## src/rtl/vsfx_pkg.sv

```systemverilog
// vsfx_pkg: shared VSFX opcodes, lane-size encoding and default widths
package vsfx_pkg;
    localparam int VSFX_DATA_W = 32;
    localparam int VSFX_TAG_W = 5;
    localparam logic [2:0] VSFX_OP_ADDUBM = 3'b000;
    localparam logic [2:0] VSFX_OP_ADDUHM = 3'b001;
    localparam logic [2:0] VSFX_OP_ADDUWM = 3'b010;
    localparam logic [2:0] VSFX_OP_SUBUBM = 3'b100;
    localparam logic [2:0] VSFX_OP_SUBUHM = 3'b101;
    localparam logic [2:0] VSFX_OP_SUBUWM = 3'b110;
    typedef enum logic [1:0] {
        LANE_B   = 2'b00,
        LANE_H   = 2'b01,
        LANE_W   = 2'b10,
        LANE_ILL = 2'b11
    } vsfx_lane_e;
endpackage

```

## src/rtl/vsfx_modarith_pipe_if.sv

```systemverilog
// vsfx_modarith_pipe_if: issue and writeback handshakes of the modulo add/sub pipe
interface vsfx_modarith_pipe_if #(
    parameter int DATA_W = 32,
    parameter int TAG_W  = 5
);
    logic              in_valid;
    logic              in_ready;
    logic [2:0]        in_op;
    logic [DATA_W-1:0] in_vra;
    logic [DATA_W-1:0] in_vrb;
    logic [TAG_W-1:0]  in_tag;
    logic              out_valid;
    logic              out_ready;
    logic [DATA_W-1:0] out_vrt;
    logic [TAG_W-1:0]  out_tag;
    logic              out_ill;
    modport master (
        output in_valid, in_op, in_vra, in_vrb, in_tag, out_ready,
        input  in_ready, out_valid, out_vrt, out_tag, out_ill
    );
    modport slave (
        input  in_valid, in_op, in_vra, in_vrb, in_tag, out_ready,
        output in_ready, out_valid, out_vrt, out_tag, out_ill
    );
endinterface

```

## src/rtl/vsfx_modarith_lanes.sv

```systemverilog
// vsfx_modarith_lanes: lane-wise modulo add/sub using one 36-bit adder per 32-bit slice
module vsfx_modarith_lanes
    import vsfx_pkg::*;
#(
    parameter int DATA_W = VSFX_DATA_W
) (
    input  logic [2:0]        op_i,
    input  logic [DATA_W-1:0] a_i,
    input  logic [DATA_W-1:0] b_i,
    output logic [DATA_W-1:0] r_o,
    output logic              ill_o
);
    vsfx_lane_e lane;
    logic       sub;
    logic [2:0] bnd;
    logic [2:0] sep;
    assign lane  = vsfx_lane_e'(op_i[1:0]);
    assign sub   = op_i[2];
    assign ill_o = lane == LANE_ILL;
    // A separator bit sitting on a lane boundary blocks carry/borrow (0/0 add, 1/0 sub);
    // inside a lane it passes carry/borrow through (1/0 add, 0/0 sub).
    assign bnd = {lane == LANE_B, lane == LANE_B || lane == LANE_H, lane == LANE_B};
    assign sep = ~(bnd ^ {3{sub}});
    for (genvar g = 0; g < DATA_W / 32; g++) begin : g_slice
        logic [31:0] a;
        logic [31:0] b;
        logic [35:0] ga;
        logic [35:0] gb;
        logic [35:0] gr;
        logic [31:0] r;
        logic [3:0]  sep_unused;
        assign a  = a_i[32*g +: 32];
        assign b  = b_i[32*g +: 32];
        assign ga = {1'b0, a[31:24], sep[2], a[23:16], sep[1], a[15:8], sep[0], a[7:0]};
        assign gb = {1'b0, b[31:24], 1'b0, b[23:16], 1'b0, b[15:8], 1'b0, b[7:0]};
        assign gr = sub ? ga - gb : ga + gb;
        assign {sep_unused[3], r[31:24], sep_unused[2], r[23:16], sep_unused[1], r[15:8],
                sep_unused[0], r[7:0]} = gr;
        assign r_o[32*g +: 32] = ill_o ? '0 : r;
    end
endmodule

```

## src/rtl/vsfx_modarith_pipe.sv

```systemverilog
// vsfx_modarith_pipe: two-stage VSFX modulo add/sub unit with valid/ready on both sides
module vsfx_modarith_pipe
    import vsfx_pkg::*;
#(
    parameter int DATA_W = VSFX_DATA_W,
    parameter int TAG_W  = VSFX_TAG_W
) (
    input  logic                clk,
    input  logic                rst,
    vsfx_modarith_pipe_if.slave pipe_io
);
    logic              s1_valid_q, s1_valid_d;
    logic              s2_valid_q, s2_valid_d;
    logic              s1_adv, s2_adv, s1_load, s2_load;
    logic [2:0]        s1_op_q;
    logic [DATA_W-1:0] s1_vra_q, s1_vrb_q;
    logic [TAG_W-1:0]  s1_tag_q;
    logic [DATA_W-1:0] s2_vrt_q, lane_r;
    logic [TAG_W-1:0]  s2_tag_q;
    logic              s2_ill_q, lane_ill;
    vsfx_modarith_lanes #(.DATA_W(DATA_W)) u_lanes (
        .op_i (s1_op_q),
        .a_i  (s1_vra_q),
        .b_i  (s1_vrb_q),
        .r_o  (lane_r),
        .ill_o(lane_ill)
    );
    // A stage advances when empty or when its consumer takes its content this cycle.
    always_comb begin
        s2_adv     = !s2_valid_q || pipe_io.out_ready;
        s1_adv     = !s1_valid_q || s2_adv;
        s1_load    = s1_adv && pipe_io.in_valid;
        s2_load    = s2_adv && s1_valid_q;
        s1_valid_d = s1_adv ? pipe_io.in_valid : s1_valid_q;
        s2_valid_d = s2_adv ? s1_valid_q : s2_valid_q;
    end
    // Stage valid flags and data; data only moves with a valid op so bubbles leave it untouched.
    always_ff @(posedge clk or posedge rst) begin
        if (rst) begin
            s1_valid_q <= 1'b0;
            s2_valid_q <= 1'b0;
            s1_op_q    <= '0;
            s1_vra_q   <= '0;
            s1_vrb_q   <= '0;
            s1_tag_q   <= '0;
            s2_vrt_q   <= '0;
            s2_tag_q   <= '0;
            s2_ill_q   <= 1'b0;
        end else begin
            s1_valid_q <= s1_valid_d;
            s2_valid_q <= s2_valid_d;
            if (s1_load) begin
                s1_op_q  <= pipe_io.in_op;
                s1_vra_q <= pipe_io.in_vra;
                s1_vrb_q <= pipe_io.in_vrb;
                s1_tag_q <= pipe_io.in_tag;
            end
            if (s2_load) begin
                s2_vrt_q <= lane_r;
                s2_tag_q <= s1_tag_q;
                s2_ill_q <= lane_ill;
            end
        end
    end
    assign pipe_io.in_ready  = s1_adv;
    assign pipe_io.out_valid = s2_valid_q;
    assign pipe_io.out_vrt   = s2_vrt_q;
    assign pipe_io.out_tag   = s2_tag_q;
    assign pipe_io.out_ill   = s2_ill_q;
endmodule
```

## src/flat_wrapper.sv

```systemverilog
// flat-port wrapper written by rule: the top's interface ports become plain ports
module vsfx_modarith_pipe_flat import vsfx_pkg::*;
#(
    parameter int DATA_W = VSFX_DATA_W,
    parameter int TAG_W  = VSFX_TAG_W
)
  (clk, rst, pipe_io_in_valid, pipe_io_in_op, pipe_io_in_vra, pipe_io_in_vrb, pipe_io_in_tag, pipe_io_out_ready, pipe_io_in_ready, pipe_io_out_valid, pipe_io_out_vrt, pipe_io_out_tag, pipe_io_out_ill);
  vsfx_modarith_pipe_if #(.DATA_W(DATA_W), .TAG_W(TAG_W)) pipe_io_i ();
  input  logic clk;
  input  logic rst;
  input wire logic [$bits(pipe_io_i.in_valid)-1:0] pipe_io_in_valid;
  input wire logic [$bits(pipe_io_i.in_op)-1:0] pipe_io_in_op;
  input wire logic [$bits(pipe_io_i.in_vra)-1:0] pipe_io_in_vra;
  input wire logic [$bits(pipe_io_i.in_vrb)-1:0] pipe_io_in_vrb;
  input wire logic [$bits(pipe_io_i.in_tag)-1:0] pipe_io_in_tag;
  input wire logic [$bits(pipe_io_i.out_ready)-1:0] pipe_io_out_ready;
  output wire logic [$bits(pipe_io_i.in_ready)-1:0] pipe_io_in_ready;
  output wire logic [$bits(pipe_io_i.out_valid)-1:0] pipe_io_out_valid;
  output wire logic [$bits(pipe_io_i.out_vrt)-1:0] pipe_io_out_vrt;
  output wire logic [$bits(pipe_io_i.out_tag)-1:0] pipe_io_out_tag;
  output wire logic [$bits(pipe_io_i.out_ill)-1:0] pipe_io_out_ill;
  assign pipe_io_i.in_valid = pipe_io_in_valid;
  assign pipe_io_i.in_op = pipe_io_in_op;
  assign pipe_io_i.in_vra = pipe_io_in_vra;
  assign pipe_io_i.in_vrb = pipe_io_in_vrb;
  assign pipe_io_i.in_tag = pipe_io_in_tag;
  assign pipe_io_i.out_ready = pipe_io_out_ready;
  assign pipe_io_in_ready = pipe_io_i.in_ready;
  assign pipe_io_out_valid = pipe_io_i.out_valid;
  assign pipe_io_out_vrt = pipe_io_i.out_vrt;
  assign pipe_io_out_tag = pipe_io_i.out_tag;
  assign pipe_io_out_ill = pipe_io_i.out_ill;
  vsfx_modarith_pipe #(.DATA_W(DATA_W), .TAG_W(TAG_W)) u_core (.clk(clk), .rst(rst), .pipe_io(pipe_io_i));
endmodule
```

## config.mk

```make
export PLATFORM = sky130hd
export DESIGN_NAME = vsfx_modarith_pipe_flat
export DESIGN_NICKNAME = d
export VERILOG_FILES = /design/src/rtl/vsfx_pkg.sv /design/src/rtl/vsfx_modarith_pipe_if.sv /design/src/rtl/vsfx_modarith_lanes.sv /design/src/rtl/vsfx_modarith_pipe.sv /design/src/flat_wrapper.sv
export SDC_FILE = /design/constraint.sdc
export NUM_CORES = 1
export LEC_CHECK = 0
export CORE_MARGIN = 5
export CORE_UTILIZATION = 65
export CTS_CLUSTER_DIAMETER = 40
export CTS_CLUSTER_SIZE = 10
export DETAILED_ROUTE_END_ITERATION = 10
export DONT_BUFFER_PORTS = 1
export PLACE_DENSITY = 0.82
export SLEW_MARGIN = 30
export SYNTH_ARGS = -nofsm -noshare
export SYNTH_HDL_FRONTEND = slang
export SYNTH_HIERARCHICAL = 1
export SYNTH_SLANG_ARGS = --single-unit
```

## constraint.sdc

```tcl
create_clock -name clk -period 8.8 [get_ports clk]
set_clock_uncertainty 0.15 [all_clocks]
set_input_delay 1.76 -clock clk [delete_from_list [all_inputs] [get_ports clk]]
set_output_delay 1.76 -clock clk [all_outputs]
set_load 0.005 [all_outputs]
```

### After elaboration in Yosys (flattened, before gate mapping)

Cells that the tools add are included.

* logic and storage cells: 25
* bits of input ports: 76
* register bits after elaboration: 112
* output and inout bits: 40

* reduce and logical (&&, ||, !) cells: 8
* add/sub/neg operators: 2
* equality and inequality tests: 2
* multiplexer cells: 2
* bitwise gates (word level): 2

Operators by type and width (count)
* 35-bit adder: 1
* 35-bit 2-to-1 mux: 1
* 35-bit subtractor: 1
* 32-bit 2-to-1 mux: 1
* 1-bit logical OR: 3
* 3-bit inverter: 1
* 3-bit XOR: 1
* 2-bit by 1-bit == test with 1-bit output (second input constant): 1
* 2-bit == test (second input constant): 1
* 1-bit logical AND: 2
* 1-bit zero test: 2
* 2-bit zero test: 1

### Longest topological paths before layout

* word-level depth: 7
* gate-level depth with buffers: 17
* mapped depth without buffers: 16

### Hierarchy

The synthesis kept the hierarchy.

Modules (own cells, without submodules)
* vsfx_modarith_pipe: times used 1, seq. area each 2802.7 um^2, area each 4650.7 um^2, cells an instance 240
* vsfx_modarith_lanes: times used 1, seq. area each 0.0 um^2, area each 2760.1 um^2, cells an instance 418

### Worst setup path after synthesis

Ideal clock, no wire load.

* path kind: register to register
* from: reg u_core.s1_vrb_q[3]
* to: reg u_core.s2_vrt_q[29], in the netlist u_core/pipe_io.out_vrt[29]
* data arrival time: 3.925 ns
* stages on the path, launching flop included: 16
* clock period less this slack: 4.200 ns
* setup time: 0.125 ns
* buffers on the path: 1
* data required time: 8.525 ns
* slack: 4.600 ns
* cell sequence: dfrtp_1 -> or3_4 -> or4_1 -> or3_4 -> o21bai_1 -> xor2_1 -> ha_1 -> buf_2 -> a21oi_1 -> o21ai_1 -> a41o_1 -> a21o_1 -> o31ai_2 -> a2111oi_2 -> a211o_1 -> mux2_2

* word-level cells in the longest chain between the ends: 3
* elaborated cells on any way between the ends: 4
* those cells by class: 2 x add/sub; 2 x mux

Ends and longest elaborated chain
* start: declaration: line vsfx_modarith_pipe.sv:16 `logic [DATA_W-1:0] s1_vra_q, s1_vrb_q;`
* start signal: assignment: line vsfx_modarith_pipe.sv:55 `s1_vrb_q <= pipe_io.in_vrb;`
* 35-bit adder or 35-bit subtractor (tied branches): line vsfx_modarith_lanes.sv:36 `assign gr = sub ? ga - gb : ga + gb;`
* 35-bit 2-to-1 mux *: line vsfx_modarith_lanes.sv:36
* 32-bit 2-to-1 mux *: line vsfx_modarith_lanes.sv:39 `assign r_o[32*g +: 32] = ill_o ? '0 : r;`
* via u_core.lane_r[29]: line vsfx_modarith_pipe.sv:18 `logic [DATA_W-1:0] s2_vrt_q, lane_r;`
* end signal: assignment: line vsfx_modarith_pipe.sv:59 `s2_vrt_q <= lane_r;`
* end: declaration: line vsfx_modarith_pipe.sv:18

Mark *: on every way through the listed nets, which the timed path passes. The rest lies on a longest branch.
A chain may end at the register's enable or synchronous reset.

### Worst setup path after layout

Same ends and word-level chain as after synthesis.

==> summary.txt <==
Ports: 116
clock buffer depth: 2
Avg Inst Size Synth: 11.3 um^2
Async S/R FF share, synth: 100%
Net Count, Synth: 770
reg-to-reg critical path startpoint: u_core/s1_vrb_q[3]
Gate Count Post-Synth: 658
antenna-violating nets left: 0
CP max FO: 7
Rows: 39
nets: 761
Tmin final: 4640 ps
slew at the pin closest to its max-slew limit: 824 ps
worst reg2reg setup slack: 4160 ps
Hold Path Class: register to register
wire length per cell: 21.0 um
CP Class: register to register
CTS root buf: clkbuf_16
CTS sink count: 112
Crit. Startpoint: u_core/s1_vrb_q[3]
fin. max-slew vios: 0
vias per cell: 6.36
Placed Area: 7370 um^2
unrepaired setup endpoints after global routing: false
die height: 117 um
Placer Congestion: 0.894
hold_ws: 359 ps
Worst EP arrival: 4730 ps
sequential area share after synthesis: 37.8%
critical path launch point type: register
share of cells above drive strength 1: 22.4%
reg2reg end: u_core/pipe_io.out_vrt[29]
number of synthesis warnings: 6
drt pass-1 iters: 5
synthesized area: 7410 um^2
worst skew pair latency: 360 ps
final setup TNS: 0 ps
Layout area overhead: 3.38%
Max-Cap Viols: 0
status: complete, no violations
Peak VDD IR: 0.247 mV
DRC viols: 0
number of synthesized register bits: 112
R2R cell count: 14
Slew headroom: 45.1%
Post-CTS Resized: 0
CTS H-Tree Depth: 3
ANT cells: 0
synth unique cells: 69
hpwl dp: 12900 um
Layout Cells excl Fill: 796
Fillers: 843
Die ar.: 13600 um^2
CTS Hold Bufs: 0
largest net degree at the start of global routing: 73
final instance area: 7660 um^2
Reg clk slew, reported paths: 70 ps
initial antenna violation count: 0
pwr dens: 288 nW/um^2
Hold Path End: u_core/pipe_io.out_tag[1]
final wirelength: 16700 um
starting density of the core: 65.7%
period utilisation layout: 52.7%
post-layout util: 68.0%
total track usage: 25.2%
CP Data Required Time: 8890 ps
grt total ovfl: 0
vias: 5063
setup violators final: 0
Hold Path Stages: 1
Post-synth EDFFs: 0
P_leak: 3.51 nW
hold_sp: u_core/s1_tag_q[1]
global-route wire length before repair: 26600 um
Post-CTS Repair Setup Buffers: 0
Placed Instances: 781
core area: 11300 um^2
DRT iter0 DRCs: 390
CTS tree: yes
CP Capture Type: register
die width: 117 um
number of global-route vias before repair: 5062
Final Hold Fails: 0
Max Fclk: 216 MHz
CTS buffer count: 9
Primary FF master, synth: dfrtp_1
PortBufs: 0
==> power breakdown <==
| part | internal (mW) | switching, mW |
|---|---|---|
| registers | 0.645 | 0.124 |
| clock network | 0.227 | 0.175 |
| logic | 0.481 | 0.554 |
| total | 1.35 | 0.853 |
==> cell families after synthesis <==
kind of cell    synth area share (%)
simple gates                    11.4
compound gates                  12.8
mux                             21.5
flops                           37.8
xor+xnor                        5.91
buf+inv                         4.36
fa+ha+maj                       6.18
==> placed cells by master, fill, tap and decap left out, types with 3 or more instances in the layout <==
cell / synthesis / final
xor2_1: 16 / 16
inv_1: 20 / 19
nor4_1: 6 / 6
dfrtp_1: 112 / 112
nand2b_1: 5 / 5
nand2_1: 29 / 29
a21oi_1: 47 / 47
buf_4: 1 / 3
and3_1: 4 / 4
clkbuf_16: 0 / 9
mux2_4: 90 / 90
mux2_2: 20 / 20
nand4_1: 7 / 7
nor2_1: 56 / 56
and2_1: 4 / 4
xnor2_1: 34 / 34
a211oi_1: 4 / 4
o31a_1: 3 / 3
o21ai_0: 19 / 19
a41oi_1: 3 / 3
o21bai_1: 6 / 6
nand3_1: 10 / 10
a21o_1: 14 / 14
o21a_1: 5 / 5
nor3b_1: 4 / 4
ha_1: 35 / 35
a31oi_1: 12 / 12
nor3_1: 20 / 20
==> per-layer routing <==
layer / GRT usage (%) / part of all wire [%] / up-vias
met5: 0 / 0 / -
met4: 8.41 / 1.7 / 0
met3: 5.40 / 7.3 / 16
met2: 38.7 / 45 / 185
met1: 35.9 / 46 / 2484
li1: - / - / 2378
==> worst max-delay path, cell delays in order, from the launching register on <==
cell and delay [ps]:
dfrtp_1 430, or3_4 410, or4_1 460, or3_4 410, o21bai_1 170, xor2_1 160, ha_1 330, a21oi_1 290
o21ai_1 110, a41o_1 280, a21o_1 220, o31ai_2 410, a2111oi_2 140, a211o_1 300, mux2_2 260
==> cell usage after synthesis, types with 3 or more instances <==
| cell | number | area, um^2 |
|---|---|---|
| a21o_1 | 14 | 105 |
| mux2_2 | 20 | 225 |
| o21a_1 | 5 | 37.5 |
| nand3_1 | 10 | 50.1 |
| nor3b_1 | 4 | 30.0 |
| buf_12 | 9 | 180 |
| nand4_1 | 7 | 43.8 |
| nand2b_1 | 5 | 31.3 |
| a41oi_1 | 3 | 26.3 |
| clkbuf_1 | 7 | 26.3 |
| o21ai_0 | 19 | 95.1 |
| buf_2 | 3 | 15.0 |
| inv_1 | 20 | 75.1 |
| o21bai_1 | 6 | 45.0 |
| a31oi_1 | 12 | 75.1 |
| nor2_1 | 56 | 210 |
| mux2_4 | 90 | 1350 |
| and3_1 | 4 | 25.0 |
| a21oi_1 | 47 | 235 |
| nor4_1 | 6 | 37.5 |
| nand2_1 | 29 | 109 |
| ha_1 | 35 | 438 |
| xor2_1 | 16 | 140 |
| xnor2_1 | 34 | 298 |
| nor3_1 | 20 | 100 |
| o31a_1 | 3 | 26.3 |
| a211oi_1 | 4 | 30.0 |
| dfrtp_1 | 112 | 2800 |
| and2_1 | 4 | 25.0 |
==> through the flow <==
stage	worst slack, ps	power (mW)
CTS	4200	2.20
detailed placement	4250	1.80
finish	4160	2.21
global placement	4380	1.76
global route	3960	2.35
floorplan	3930	1.57
==> cell type report <==
cell class	instances	area [um^2]	share of cell area [%]
timing repair buffer	3	22.5	0.294
clock inverter	3	42.5	0.555
tap	143	179	2.34
clock buffer	12	246	3.22
sequential	112	2800	36.6
multi-input combinational	503	4290	56.0
inverter	20	77.6	1.01
==> state kept, by name, indices dropped and copies added, names as in the netlist <==
signal / flops
u_core/s1_vra_q: 32
u_core/pipe_io.out_tag: 5
u_core/pipe_io.out_valid: 1
u_core/s1_tag_q: 5
u_core/s1_vrb_q: 32
u_core/pipe_io.out_ill: 1
u_core/s1_valid_q: 1
u_core/s1_op_q: 3
u_core/pipe_io.out_vrt: 32
==> worst max path at each step <==
stage / endpoint / cells past startpoint / slack [ps]
floorplan: u_core/pipe_io.out_ill / 1 / 3930
global placement: u_core/pipe_io.out_vrt[29] / 14 / 4380
detailed placement: u_core/pipe_io.out_vrt[29] / 14 / 4250
global route: u_core/pipe_io.out_vrt[29] / 14 / 3960
finish: u_core/pipe_io.out_vrt[29] / 14 / 4160
CTS: u_core/pipe_io.out_vrt[29] / 14 / 4200
Note: power is estimated with default switching activity, not from simulation.
